**src/rtl/mask_pixel_stream.sv**
```systemverilog
// mask_pixel_stream: thresholds one 8-bit channel into sparse hit coordinates plus an end-of-window tabulate pulse.
// Optional run-length hit filter enabled by defining RUN_FILTER_EN.
module mask_pixel_stream #(
    parameter int H_ACTIVE  = 1280,
    parameter int V_ACTIVE  = 720,
    parameter int FRAME_DIV = 1
`ifdef RUN_FILTER_EN
    ,
    parameter int RUN_LEN   = 3
`endif
) (
    input  logic        clk_in,
    input  logic        rst_n_in,
    input  logic [10:0] hcount_in,
    input  logic [9:0]  vcount_in,
    input  logic [7:0]  channel_in,
    input  logic        data_valid_in,
    input  logic [7:0]  lo_in,
    input  logic [7:0]  hi_in,
    output logic [10:0] x_out,
    output logic [9:0]  y_out,
    output logic        valid_out,
    output logic        mask_out,
    output logic        tabulate_out,
    output logic [20:0] hit_count_out
);

    localparam logic [10:0] H_LAST = 11'(H_ACTIVE - 1);
    localparam logic [9:0]  V_LAST = 10'(V_ACTIVE - 1);
    localparam logic [3:0]  F_LAST = 4'(FRAME_DIV - 1);

    logic [7:0]  lo_sh, hi_sh, lo_eff, hi_eff;
    logic        started, in_range, at_origin, at_end, hit, emit;
    logic        s1_hit, s1_emit, s1_end, s2_end, tab_next, emit2;
    logic [10:0] s1_x;
    logic [9:0]  s1_y;
    logic [3:0]  fcnt;
    logic [20:0] acc;

    assign in_range  = data_valid_in && hcount_in <= H_LAST && vcount_in <= V_LAST;
    assign at_origin = in_range && hcount_in == 11'd0 && vcount_in == 10'd0;
    // The origin pixel already sees the thresholds being captured on it.
    assign lo_eff    = at_origin ? lo_in : lo_sh;
    assign hi_eff    = at_origin ? hi_in : hi_sh;
    assign hit       = in_range && channel_in >= lo_eff && channel_in <= hi_eff;
    assign at_end    = in_range && hcount_in == H_LAST && vcount_in == V_LAST && (started || at_origin);
    assign tab_next  = s2_end && fcnt == F_LAST;
    assign emit2     = s1_emit && !tab_next;

`ifdef RUN_FILTER_EN
    localparam logic [3:0] RUN_MIN = 4'(RUN_LEN);
    logic [3:0] run, run_base, run_inc;
    assign run_base = (hcount_in == 11'd0) ? 4'd0 : run;
    assign run_inc  = (run_base == 4'd15) ? 4'd15 : run_base + 4'd1;
    assign emit     = hit && run_inc >= RUN_MIN;
    always_ff @(posedge clk_in or negedge rst_n_in) begin
        if (!rst_n_in)
            run <= 4'd0;
        else if (in_range)
            run <= hit ? run_inc : 4'd0;
        else if (hcount_in == 11'd0)
            run <= 4'd0;
    end
`else
    assign emit = hit;
`endif

    always_ff @(posedge clk_in or negedge rst_n_in) begin
        if (!rst_n_in) begin
            lo_sh         <= 8'hFF;
            hi_sh         <= 8'h00;
            started       <= 1'b0;
            s1_hit        <= 1'b0;
            s1_emit       <= 1'b0;
            s1_end        <= 1'b0;
            s1_x          <= '0;
            s1_y          <= '0;
            s2_end        <= 1'b0;
            valid_out     <= 1'b0;
            mask_out      <= 1'b0;
            x_out         <= '0;
            y_out         <= '0;
            tabulate_out  <= 1'b0;
            fcnt          <= '0;
            acc           <= '0;
            hit_count_out <= '0;
        end else begin
            if (at_origin) begin
                lo_sh   <= lo_in;
                hi_sh   <= hi_in;
                started <= 1'b1;
            end
            s1_hit    <= hit;
            s1_emit   <= emit;
            s1_end    <= at_end;
            s1_x      <= hcount_in;
            s1_y      <= vcount_in;
            s2_end    <= s1_end;
            valid_out <= emit2;
            mask_out  <= s1_hit;
            if (emit2) begin
                x_out <= s1_x;
                y_out <= s1_y;
            end
            tabulate_out <= tab_next;
            if (s2_end)
                fcnt <= tab_next ? 4'd0 : fcnt + 4'd1;
            if (tab_next)
                hit_count_out <= acc;
            // A hit colliding with tabulate is dropped, so the clear never races a count.
            acc <= tab_next ? '0 : (emit2 && acc != '1) ? acc + 21'd1 : acc;
        end
    end

endmodule

```
**config.mk**
```make
export PLATFORM = sky130hd
export DESIGN_NAME = mask_pixel_stream
export DESIGN_NICKNAME = d
export VERILOG_FILES = /design/src/rtl/mask_pixel_stream.sv
export SDC_FILE = /design/constraint.sdc
export NUM_CORES = 1
export LEC_CHECK = 0
export CAP_MARGIN = 20
export CORE_MARGIN = 2
export CORE_UTILIZATION = 40
export CTS_CLUSTER_SIZE = 28
export DETAILED_ROUTE_END_ITERATION = 10
export GPL_ROUTABILITY_DRIVEN = 1
export PLACE_DENSITY = 0.76
export SLEW_MARGIN = 10
export SYNTH_ARGS = -nofsm -noshare
export SYNTH_HDL_FRONTEND = slang
export SYNTH_SLANG_ARGS = --single-unit
```
**constraint.sdc**
```tcl
create_clock -name clk_in -period 2 [get_ports clk_in]
set_input_delay 0.4 -clock clk_in [delete_from_list [all_inputs] [get_ports clk_in]]
set_output_delay 0.4 -clock clk_in [all_outputs]
set_load 0.005 [all_outputs]
```
==> results.py <==
metrics = {
    "placed_design": {
        "place_inst": 670,
        "port_buffers": 92,
        "finalWeightedCongestion": 0.8299,
        "post-place-ws_ns": -1.781,
        "hpwlAfterDp_um": 7624,
    },
    "worst_setup_path": {
        "rr_startpoint": "hi_sh[1]",
        "required_ns": 2.25,
        "cp_top_family": "simple AND/OR/NAND/NOR gates",
        "setup.worst_path.end_class": "register",
        "crit_chain": "clkdlybuf4s50_1 -> nor4_2 -> nand4_1 -> nor3_4 -> buf_12 -> mux2_4 -> inv_2 -> ha_4 -> nor2b_4 -> o211ai_1 -> a21oi_1 -> o22a_1 -> a311oi_2",
        "cp_slowest_stage_delay_ns": 0.48,
        "ff2ff_path_depth": 8,
        "critical-path-slowest-cell": "clkdlybuf4s50_1",
        "crit_arrival_ns": 3.27,
        "r2r_slack_ns": 0.13,
        "reg2reg_to": "s1_emit",
        "path_max_fanout": 6,
        "criticalPathCategory": "input pin to register",
        "worst_setup_path_start_kind": "input pin",
        "worstPathBufferInverterCount": 3,
    },
    "grt": {
        "antenna_found_initial": 0,
        "grt_pass1_wl_um": 17730,
        "grt_usage_pct": 17.47,
        "grt_pass1_vias": 3650,
        "grt_max_degree": 35,
        "grt-ovfl-total": 0,
    },
    "finish": {
        "diodes": 0,
        "final_cells": 701,
        "final_layout_size_suffix_gt1_share_pct": 27.06,
        "mostFrequentLayoutCells": "dfrtp_1, clkdlybuf4s50_1, nand2_1, buf_4, nor2_1",
        "nets": 620,
        "multi_input_area_um2": 2036,
        "final_common_cell": "dfrtp_1",
        "num-fill-cells": 935,
        "area_growth_pct": 48.13,
        "seq_area_um2": 2788,
    },
    "routing": {
        "finalWirelength_um": 10860,
        "drt-wirelength-per-cell_um": 15.49,
        "firstDrtPassIters": 4,
        "drc": 0,
        "viasPerCell": 4.977,
        "final_antenna_net_count": 0,
        "first_iter_violations": 216,
        "num_vias": 3489,
    },
    "cts": {
        "htree_levels": 3,
        "tritoncts": "built",
        "clockBufferDepth": 2,
        "clock-root-buffer": "clkbuf_16",
        "path_clk_slew_ns": 0.08,
        "clk-insertion-delay-late_ns": 0.35,
        "clock-sinks": 111,
        "numCtsBuffers": 9,
    },
    "power_and_ir_drop": {
        "leakagePower_uw": 0.003184,
        "seqPwrFrac_pct": 47.6,
        "swShare_pct": 23.76,
        "intPower_uw": 4078,
        "power_switching_uw": 1271,
        "ir_drop_uv": 562.3,
        "power_density_nw_per_um2": 772.4,
        "combPwrFrac_pct": 15.0,
        "p_clk_share_pct": 37.5,
        "total_power_uw": 5349,
    },
    "floorplan": {
        "start_util_pct": 40.94,
        "die_w_um": 112.1,
        "io_pins": 93,
        "die_y_um": 112.1,
        "coreArea_um2": 11420,
        "rows": 39,
        "dieArea_um2": 12570,
    },
    "sta": {
        "clock.fmax_mhz": 330.4,
        "hold_violations": 0,
        "setup_ws_ns": -1.026,
        "period_share_pct": 151.3,
        "tns_ns": -3.067,
        "setup_viol": 14,
        "fin_skew_ns": 0.01022,
        "finalCriticalPeriod_ns": 3.026,
        "holdWs_ns": 0.1578,
        "maxSlewViolCount": 0,
        "slew_headroom_pct": 73.15,
        "tightestPinTransition_ns": 0.4027,
        "rsz0062_at_grt": "true",
    },
    "yosys": {
        "avgSynthCellArea_um2": 11.57,
        "syn-cell-area_um2": 4674,
        "synth_seq_area_share_pct": 59.64,
        "syn_inst": 404,
        "ys_warn_count": 0,
        "synth_fp_nets": 471,
        "ys_types": 39,
        "ys_seq_elements": 111,
    },
    "min_path": {
        "hold_end": "s1_x[8]",
        "min_path_cells": 1,
        "hp-start": "hcount_in[8]",
        "hold_path_class": "input pin to register",
    },
    "job": {
        "maxCapViolCount": 0,
    },
    "status": {
        "status": "finished with violations",
        "violations": "negative setup slack",
    },
}
## how the worst max path moves through the flow
stage | start | end | slack [ns] | depth (start not counted)
6_report | vcount_in[6] | s1_emit | -1.03 | 13
5_1_grt | vcount_in[6] | s1_emit | -1.15 | 13
4_1_cts | vcount_in[4] | s1_emit | -1.05 | 12
3_5_place_dp | hcount_in[9] | s1_emit | -1.78 | 12
3_3_place_gp | hcount_in[9] | s1_emit | -1.57 | 13
2_1_floorplan | hcount_in[9] | s1_emit | -1.12 | 11
## metal layers
layer,wire length (µm),global-route usage (%),up-vias
li1,-,-,1697
met1,4706,21.86,1715
met2,5653,30.68,68
met3,379,3.996,9
met4,119,4.634,0
met5,0,0,-
## cells by family after synthesis
family          after synthesis  share of synthesized area (%)
buf+inv                      32                          2.918
fa+ha+maj                    19                          5.086
flops                       111                          59.64
mux                          39                          9.020
xor+xnor                     16                          2.998
simple gates                154                          15.85
compound gates               33                          4.497
## final cells by class
class | instances | share of cell area (%)
tap | 143 | 2.584
clock buffer | 9 | 3.253
multi-input combinational | 261 | 29.40
timing repair buffer | 151 | 21.81
inverter | 19 | 1.030
clock inverter | 7 | 1.662
sequential | 111 | 40.26
## repair_timing
action / CTS / global route
resized for setup: 46 / 48
pin swaps: 8 / 12
endpoints found under the hold margin: 15 / 0
hold buffers: 1 / 0
setup endpoints to repair: 18 / 20
setup buffers: 4 / 12
## sequential cells by signal, summed over array words and instances, names as in the netlist, 4 cells and up
register	cells
fcnt	4
lo_sh	8
s1_x	11
acc	21
y_out	10
hit_count_out	21
s1_y	10
x_out	11
hi_sh	8
## worst register-to-register path, stage by stage (launching register included)
cell	delay [ns]
dfrtp_1	0.37
mux2_4	0.28
inv_2	0.07
ha_4	0.19
nor2b_4	0.12
o211ai_1	0.19
a21oi_1	0.10
o22a_1	0.21
a311oi_2	0.26
## power by group through the flow
| stage | clock network, µW | registers (µW) | logic (µW) |
|---|---|---|---|
| after floorplan | 0 | 2580 | 220 |
| after global placement | 0 | 2580 | 766 |
| after detailed placement | 0 | 2590 | 780 |
| after CTS | 2060 | 2550 | 798 |
| after global routing | 2140 | 2570 | 869 |
| final | 2000 | 2540 | 800 |
## metrics by stage
| stage | instance area [µm²] | util [%] |
|---|---|---|
| 2_1_floorplan | 4692 | - |
| 3_3_place_gp | 6105 | 53.46 |
| 3_5_place_dp | 6105 | 53.46 |
| 4_1_cts | 6598 | 57.78 |
| 5_1_grt | 6924 | 60.64 |
| 6_report | 6924 | 60.64 |
## synth_stat cells
| cell | number | area, µm² |
|---|---|---|
| nor3_4 | 1 | 16.27 |
| mux2_2 | 25 | 281.5 |
| or4_1 | 1 | 7.510 |
| or3_1 | 3 | 18.77 |
| a211oi_1 | 2 | 15.01 |
| o31ai_1 | 1 | 7.510 |
| clkbuf_1 | 12 | 45.04 |
| dfrtp_1 | 103 | 2577 |
| and3_1 | 4 | 25.02 |
| o2111ai_1 | 3 | 26.28 |
| o211ai_1 | 4 | 30.03 |
| a21o_1 | 2 | 15.01 |
| or4_4 | 2 | 22.52 |
| nand3_1 | 8 | 40.04 |
| nand2_1 | 77 | 289.0 |
| inv_2 | 2 | 7.510 |
| and2_1 | 3 | 18.77 |
| a2111oi_0 | 1 | 8.760 |
| nor2_1 | 22 | 82.58 |
| mux2i_1 | 14 | 140.1 |
| xor2_1 | 6 | 52.55 |
| ha_1 | 19 | 237.7 |
| o21ai_0 | 9 | 45.04 |
| nand4_1 | 11 | 68.82 |
| o22a_1 | 1 | 8.760 |
| a311oi_1 | 1 | 8.760 |
| nor4b_1 | 2 | 17.52 |
| nor3_1 | 3 | 15.01 |
| or2_2 | 2 | 12.51 |
| nor4_1 | 8 | 50.05 |
| a21oi_1 | 9 | 45.04 |
| xnor2_1 | 10 | 87.58 |
| buf_12 | 1 | 20.02 |
| nand2b_1 | 1 | 6.260 |
| nor2b_1 | 1 | 6.260 |
| inv_1 | 17 | 63.81 |
| and4_1 | 4 | 35.03 |
| nand4b_1 | 1 | 8.760 |
| dfstp_2 | 8 | 210.2 |
No activity file was read; power rests on OpenSTA's default activity.
